## src/rtl/muldiv_unit_if.sv

```systemverilog
// Request/response bundle between the execute stage and the iterative mul/div unit.
interface muldiv_unit_if #(
    parameter int XLEN = 64
);
    logic            in_valid;
    logic            in_ready;
    logic [3:0]      op;
    logic [XLEN-1:0] x;
    logic [XLEN-1:0] y;
    logic            kill;
    logic            out_valid;
    logic            out_ready;
    logic [XLEN-1:0] z;

    modport master (
        output in_valid, op, x, y, kill, out_ready,
        input  in_ready, out_valid, z
    );

    modport slave (
        input  in_valid, op, x, y, kill, out_ready,
        output in_ready, out_valid, z
    );
endinterface

```

## src/rtl/muldiv_unit.sv

```systemverilog
// Iterative RISC-V M-extension unit: radix-2 shift-add multiplier and restoring
// divider on operand magnitudes, one bit per cycle, with flush and result hold.
module muldiv_unit #(
    parameter int XLEN = 64
) (
    input  logic         clk,
    input  logic         rst_n,
    muldiv_unit_if.slave bus
);
    localparam int CW = $clog2(XLEN) + 1;

    typedef enum logic [1:0] {IDLE, CALC, DONE} state_t;

    state_t            state, state_nx;
    logic [CW-1:0]     cnt;
    logic [XLEN-1:0]   z_q;

    logic [2:0]        op_q;
    logic              w_q, neg_q, rneg_q;
    logic [2*XLEN-1:0] a, acc;
    logic [XLEN-1:0]   b;

    logic              accept, w_in, is_div, sx, sy, dz, ovf, special, last;
    logic [XLEN-1:0]   xs, ys, xm, ym, min_val, spec_raw, spec_res;
    logic [2*XLEN-1:0] acc_nx, prod;
    logic [XLEN:0]     sh, diff;
    logic [XLEN-1:0]   rem_nx, quo_nx, q_fix, r_fix, res_raw, res;
    logic [CW-1:0]     n_last;

    function automatic logic [XLEN-1:0] sext32(input logic [31:0] v);
        return XLEN'($signed(v));
    endfunction

    function automatic logic [XLEN-1:0] mag(input logic [XLEN-1:0] v, input logic s);
        return (s && v[XLEN-1]) ? -v : v;
    endfunction

    function automatic logic [XLEN-1:0] fmt(input logic [XLEN-1:0] v, input logic w);
        return w ? sext32(v[31:0]) : v;
    endfunction

    always_comb begin
        w_in   = (XLEN == 64) && bus.op[3];
        is_div = bus.op[2];
        // Every word multiply is MULW, which only needs the low product word.
        sx     = is_div ? !bus.op[0] : (!w_in && (bus.op[1:0] == 2'd1 || bus.op[1:0] == 2'd2));
        sy     = is_div ? !bus.op[0] : (!w_in && bus.op[1:0] == 2'd1);
        xs     = bus.x;
        ys     = bus.y;
        if (w_in) begin
            xs = sx ? sext32(bus.x[31:0]) : XLEN'(bus.x[31:0]);
            ys = sy ? sext32(bus.y[31:0]) : XLEN'(bus.y[31:0]);
        end
        xm      = mag(xs, sx);
        ym      = mag(ys, sy);
        min_val = w_in ? sext32(32'h8000_0000) : {1'b1, {(XLEN-1){1'b0}}};
        dz      = (ys == '0);
        ovf     = sx && (xs == min_val) && (&ys);
        special = is_div && (dz || ovf);
        if (dz) spec_raw = bus.op[1] ? xs : '1;
        else    spec_raw = bus.op[1] ? '0 : xs;
        spec_res = fmt(spec_raw, w_in);
        accept   = bus.in_valid && (state == IDLE) && !bus.kill;
    end

    // One multiply step (add then double) or one restoring divide step.
    always_comb begin
        acc_nx = acc + (b[0] ? a : '0);
        sh     = {acc[XLEN-1:0], b[XLEN-1]};
        diff   = sh - {1'b0, a[XLEN-1:0]};
        rem_nx = diff[XLEN] ? sh[XLEN-1:0] : diff[XLEN-1:0];
        quo_nx = {b[XLEN-2:0], !diff[XLEN]};
        prod   = neg_q ? -acc_nx : acc_nx;
        q_fix  = neg_q ? -quo_nx : quo_nx;
        r_fix  = rneg_q ? -rem_nx : rem_nx;
        if (op_q[2])                          res_raw = op_q[1] ? r_fix : q_fix;
        else if (op_q[1:0] == 2'd0 || w_q)    res_raw = prod[XLEN-1:0];
        else                                  res_raw = prod[2*XLEN-1:XLEN];
        res    = fmt(res_raw, w_q);
        n_last = w_q ? CW'(31) : CW'(XLEN - 1);
        last   = (state == CALC) && (cnt == n_last);
    end

    // Word divides shift the 32-bit dividend to the top so 32 steps consume it.
    always_ff @(posedge clk) begin
        if (accept) begin
            op_q   <= bus.op[2:0];
            w_q    <= w_in;
            neg_q  <= (sx && xs[XLEN-1]) ^ (sy && ys[XLEN-1]);
            rneg_q <= sx && xs[XLEN-1];
            acc    <= '0;
            if (is_div) begin
                a <= {{XLEN{1'b0}}, ym};
                b <= w_in ? (xm << 32) : xm;
            end else begin
                a <= {{XLEN{1'b0}}, xm};
                b <= ym;
            end
        end else if (state == CALC) begin
            if (op_q[2]) begin
                acc <= {{XLEN{1'b0}}, rem_nx};
                b   <= quo_nx;
            end else begin
                acc <= acc_nx;
                a   <= a << 1;
                b   <= b >> 1;
            end
        end
    end

    always_ff @(posedge clk or negedge rst_n) begin
        if (!rst_n) begin
            state <= IDLE;
            cnt   <= '0;
            z_q   <= '0;
        end else begin
            state <= state_nx;
            if (accept)              cnt <= '0;
            else if (state == CALC)  cnt <= cnt + CW'(1);
            if (!bus.kill) begin
                if (accept && special) z_q <= spec_res;
                else if (last)         z_q <= res;
            end
        end
    end

    always_comb begin
        state_nx = state;
        case (state)
            IDLE:    if (accept) state_nx = special ? DONE : CALC;
            CALC:    if (last) state_nx = DONE;
            DONE:    if (bus.out_ready) state_nx = IDLE;
            default: state_nx = IDLE;
        endcase
        if (bus.kill) state_nx = IDLE;
    end

    assign bus.in_ready  = (state == IDLE);
    assign bus.out_valid = (state == DONE);
    assign bus.z         = z_q;
endmodule

```

## src/flat_wrapper.sv

```systemverilog
// flat-port wrapper written by rule: the top's interface ports become plain ports
module muldiv_unit_flat 
#(
    parameter int XLEN = 64
)
  (clk, rst_n, bus_in_valid, bus_op, bus_x, bus_y, bus_kill, bus_out_ready, bus_in_ready, bus_out_valid, bus_z);
  muldiv_unit_if #(.XLEN(XLEN)) bus_i ();
  input  logic clk;
  input  logic rst_n;
  input wire logic [$bits(bus_i.in_valid)-1:0] bus_in_valid;
  input wire logic [$bits(bus_i.op)-1:0] bus_op;
  input wire logic [$bits(bus_i.x)-1:0] bus_x;
  input wire logic [$bits(bus_i.y)-1:0] bus_y;
  input wire logic [$bits(bus_i.kill)-1:0] bus_kill;
  input wire logic [$bits(bus_i.out_ready)-1:0] bus_out_ready;
  output wire logic [$bits(bus_i.in_ready)-1:0] bus_in_ready;
  output wire logic [$bits(bus_i.out_valid)-1:0] bus_out_valid;
  output wire logic [$bits(bus_i.z)-1:0] bus_z;
  assign bus_i.in_valid = bus_in_valid;
  assign bus_i.op = bus_op;
  assign bus_i.x = bus_x;
  assign bus_i.y = bus_y;
  assign bus_i.kill = bus_kill;
  assign bus_i.out_ready = bus_out_ready;
  assign bus_in_ready = bus_i.in_ready;
  assign bus_out_valid = bus_i.out_valid;
  assign bus_z = bus_i.z;
  muldiv_unit #(.XLEN(XLEN)) u_core (.clk(clk), .rst_n(rst_n), .bus(bus_i));
endmodule
```

## config.mk

```make
export PLATFORM = sky130hd
export DESIGN_NAME = muldiv_unit_flat
export DESIGN_NICKNAME = d
export VERILOG_FILES = /design/src/rtl/muldiv_unit_if.sv /design/src/rtl/muldiv_unit.sv /design/src/flat_wrapper.sv
export SDC_FILE = /design/constraint.sdc
export NUM_CORES = 2
export LEC_CHECK = 0
export CAP_MARGIN = 5
export CELL_PAD_IN_SITES_DETAIL_PLACEMENT = 1
export CELL_PAD_IN_SITES_GLOBAL_PLACEMENT = 1
export CORE_MARGIN = 2
export CORE_UTILIZATION = 42
export CTS_BUF_LIST = sky130_fd_sc_hd__clkbuf_16
export DETAILED_ROUTE_END_ITERATION = 8
export GPL_TIMING_DRIVEN = 0
export PLACE_DENSITY = 0.89
export RECOVER_POWER = 50
export SETUP_SLACK_MARGIN = 0.3
export SLEW_MARGIN = 15
export SYNTH_ARGS = -nofsm -noshare
export SYNTH_HDL_FRONTEND = slang
export SYNTH_SLANG_ARGS = --single-unit
export TNS_END_PERCENT = 5
```

## constraint.sdc

```tcl
create_clock -name clk -period 7.6 [get_ports clk]
set_input_delay 1.52 -clock clk [delete_from_list [all_inputs] [get_ports clk]]
set_output_delay 1.52 -clock clk [all_outputs]
set_load 0.005 [all_outputs]
```

==> results.yml <==
outcome:
  status: "finished with violations"
  violations: "max-capacitance violations, max-slew violations, negative setup slack"
sta:
  layout_min_cycle_time_ns: 7.88
  fin_ws_ns: -0.281
  clock.fmax_mhz: 127
  rsz0062_at_grt: "yes"
  report.final.slew_viol_count: 214
  setup_violations: 19
  worst_pin_slew_ns: 3.09
  finClkSkew_ns: 0.0504
  finalHoldViolations: 0
  slew_headroom_pct: -106
  fin_crit_sh_pct: 104
critical_path:
  critPathKind: "reg2reg"
  max_stage_delay_ns: 1.29
  critPathMaxFanout: 10
  cp.depth: 20
  start_kind: "register"
  crit_family: "compound AO/OA/AOI/OAI gates"
  end_kind: "register"
  slowest_stage: "nor4_1"
  worstPathBufferInverterCount: 4
  critPathArrivalTime_ns: 8.39
  path_cells: "clkbuf_4 > clkbuf_8 > clkbuf_1 > and2_1 > ha_1 > clkbuf_1 > a21oi_1 > o21ai_0 > a21oi_1 > o211ai_1 > nor4_1 > a211oi_1 > a211oi_1 > nand3b_1 > nor4_2 > nand2_1 > o31ai_2 > xnor2_1 > a2111oi_4 > o21ai_1"
  reg2reg_depth: 20
  worst_ep_required_time_ns: 8.11
yosys:
  async_flop_share_pct: 18.3
  synth-seq-cells: 399
  ys.warnings.count: 0
  synth_cells: 6803
  synth_top_area_cell: "edfxtp_1"
  synth_cell_types: 133
  syn_area_per_cell_um2: 7.20
  synth_edf_count: 198
  netlist.area_leader.share_pct: 12.1
  syn_area_um2: 49000
  syn_nets: 7141
  synthTopCellsByArea: "edfxtp_1 (12%), a21oi_1 (6.6%), o21ai_0 (6.2%), nand2_1 (5.9%), dfxtp_1 (5.2%)"
  ys.flop_type: "edfxtp_1"
  ys_seq_area_share_pct: 21.1
grt:
  antenna_found_initial: 26
  grt_use_met3_pct: 18.0
  use_met2_pct: 76.8
  busiest_layer: "met2"
  grt_util_all_layers_pct: 53.8
  first_global_vias: 61600
  grt_start_max_net_pins: 63
  grt_pass1_wl_um: 466000
  grt_overflow: 0
  grt_use_met1_pct: 64.1
hold_path:
  hold_class: "reg2reg"
  hold_depth: 2
floorplanning:
  die_h_um: 345
  num_io_pins: 203
  dieWidth_um: 345
  die_area_um2: 119000
  design.core.area_um2: 116000
  rows: 125
  start_util_pct: 42.3
clock_tree:
  cts_buffers: 49
  clk_latency_ns: 0.69
  clock-sinks: 399
  cts_tree: "done"
  cts_max_level: 2
  cts_root_buf: "clkbuf_16"
  cts_max_path_buffers: 3
  clk_pin_slew_ns: 0.07
route:
  route.detailed.drc: 0
  ant_nets: 0
  drtIter0Drc: 9033
  vias: 64090
  avgRoutedWirePerCell_um: 38.6
  first_pass_iters: 6
  wl_um: 337000
  viasPerCell: 7.35
pwr:
  vdd_drop_max_mv: 0.225
  power_w: 0.0207
  total_leakage_power_nw: 21.5
  pwr_density_cell_nw_per_um2: 365
final_layout:
  syn2layout_area_growth_pct: 16.1
  final_layout_size_suffix_gt1_share_pct: 9.26
  final_nets: 7486
  stdcell_count: 8724
  fillers: 14611
place:
  dp_hpwl_um: 270000
  portBuffers: 200
  gp_congestion: 1.14
  dp_cells: 8553
job:
  drv_cap: 7
-- power breakdown --
group / switching (W) / internal [W] / total, W
registers: 0.000726 / 0.00268 / 0.00340
logic: 0.0106 / 0.00431 / 0.0149
clock network: 0.00112 / 0.00131 / 0.00243
total: 0.0124 / 0.00830 / 0.0207
-- path summary, 6_finish.rpt --
kind                                                   start                            to  slack (ns)
worst max-delay path                   u_core.b[0]$_DFFE_PP_  u_core.bus.z[56]$_DFFE_PN0P_       -0.28
worst min-delay path            u_core.acc[111]$_SDFFE_PP0P_  u_core.acc[111]$_SDFFE_PP0P_        0.48
worst max register to register         u_core.b[0]$_DFFE_PP_  u_core.bus.z[56]$_DFFE_PN0P_       -0.28
worst min register to register  u_core.acc[111]$_SDFFE_PP0P_  u_core.acc[111]$_SDFFE_PP0P_        0.48
max in group asynchronous                              rst_n  u_core.bus.z[14]$_DFFE_PN0P_        2.76
min in group asynchronous                              rst_n  u_core.bus.z[36]$_DFFE_PN0P_        1.23
-- per-layer routing --
| layer | vias to the layer above | share of wire [%] | routed length, µm |
|---|---|---|---|
| met1 | 31441 | 36 | 122000 |
| met2 | 5038 | 40 | 135000 |
| met4 | 16 | 11 | 37000 |
| met5 | - | 0.20 | 682 |
| li1 | 26125 | - | - |
| met3 | 1470 | 13 | 43000 |
-- cell type report --
type                    count  area [µm²]  area share [%]
multi-input cells        5765       37400            65.8
flip-flops and latches    399       10300            18.2
repair buffers            294        2790            4.91
plain buffers             454        2090            3.67
well taps                1524        1910            3.35
clock buffers              49        1230            2.16
inverters                 185         747            1.31
clock inverters            43         332           0.583
diodes                     11        27.5          0.0484
-- sequential cells by signal, summed over array words and instances, names as in the netlist --
register / count
u_core.w_q: 1
u_core.rneg_q: 1
u_core.op_q: 3
u_core.a: 128
u_core.state: 2
u_core.neg_q: 1
u_core.b: 64
u_core.cnt: 7
u_core.bus.z: 64
u_core.acc: 128
-- through the flow --
stage / utilization, % / TNS [ns] / setup slack [ns] / instance area (µm²) / hold slack (ns)
3_3_place_gp: 45.6 / -341.45 / -4.10 / 52900 / 0.451
5_1_grt: 49.0 / -1.21 / -0.243 / 56800 / 0.510
4_1_cts: 48.3 / 0 / 0.0384 / 56000 / 0.480
6_report: 49.0 / -1.82 / -0.281 / 56800 / 0.484
3_5_place_dp: 46.1 / -115.48 / -3.90 / 53400 / 0.469
2_1_floorplan: - / 0 / 0.390 / 49000 / 0.432
-- Yosys cell counts (all sizes together), types with 86 or more instances --
cell,count
a21o,100
a21oi,650
a22o,94
and2,109
buf,137
clkbuf,317
dfxtp,128
edfxtp,198
ha,199
inv,182
mux2i,179
nand2,776
nand3,184
nand4,165
nor2,670
nor3,190
nor4,102
o211ai,147
o21ai,661
o31ai,86
or3,90
xnor2,204
xor2,166
-- tightest hold or removal path: cells and delay by family (launching register included) --
family,cells,cell delay (ns)
AO/OA/AOI/OAI,1,0.06
flip-flops,1,0.32
AND/OR/NAND/NOR,1,0.05
-- cells by family (layout without fill, tap and decap cells) --
logic type / count (synthesis) / in the layout / synth area share (%)
xor gates and xnor gates: 370 / 370 / 6.62
buffers and inverters: 639 / 1025 / 5.34
adders and majority gates: 201 / 201 / 5.17
AOI/OAI and AO/OA: 2368 / 2368 / 31.3
muxes: 190 / 190 / 3.96
and+or+nand+nor: 2636 / 2636 / 26.5
other: 0 / 11 / 0
DFF: 399 / 399 / 21.1
-- what timing repair did --
| action | CTS | global route |
|---|---|---|
| setup buffers | 30 | 37 |
| resized for setup | 175 | 149 |
| hold endpoints to repair | 0 | 0 |
| endpoints found under the setup margin | 64 | 68 |
| gates cloned | 0 | 0 |
| hold buffers | 0 | 0 |
| pin swaps | 31 | 38 |
-- cell usage in the layout (no fill, tap or decap), types with 123 or more instances in the layout --
cell type and count:
clkbuf_1 290, xnor2_1 190, nor3_1 177, o211ai_1 144, xor2_1 160, clkdlybuf4s50_1 128
nor2_1 647, inv_1 179, o21ai_0 575, mux2i_1 176, nand3_1 178, dfxtp_1 123
ha_1 197, nand2_1 773, a21oi_1 615, edfxtp_1 198, nand4_1 164
Power figures use the tool's default switching activity.
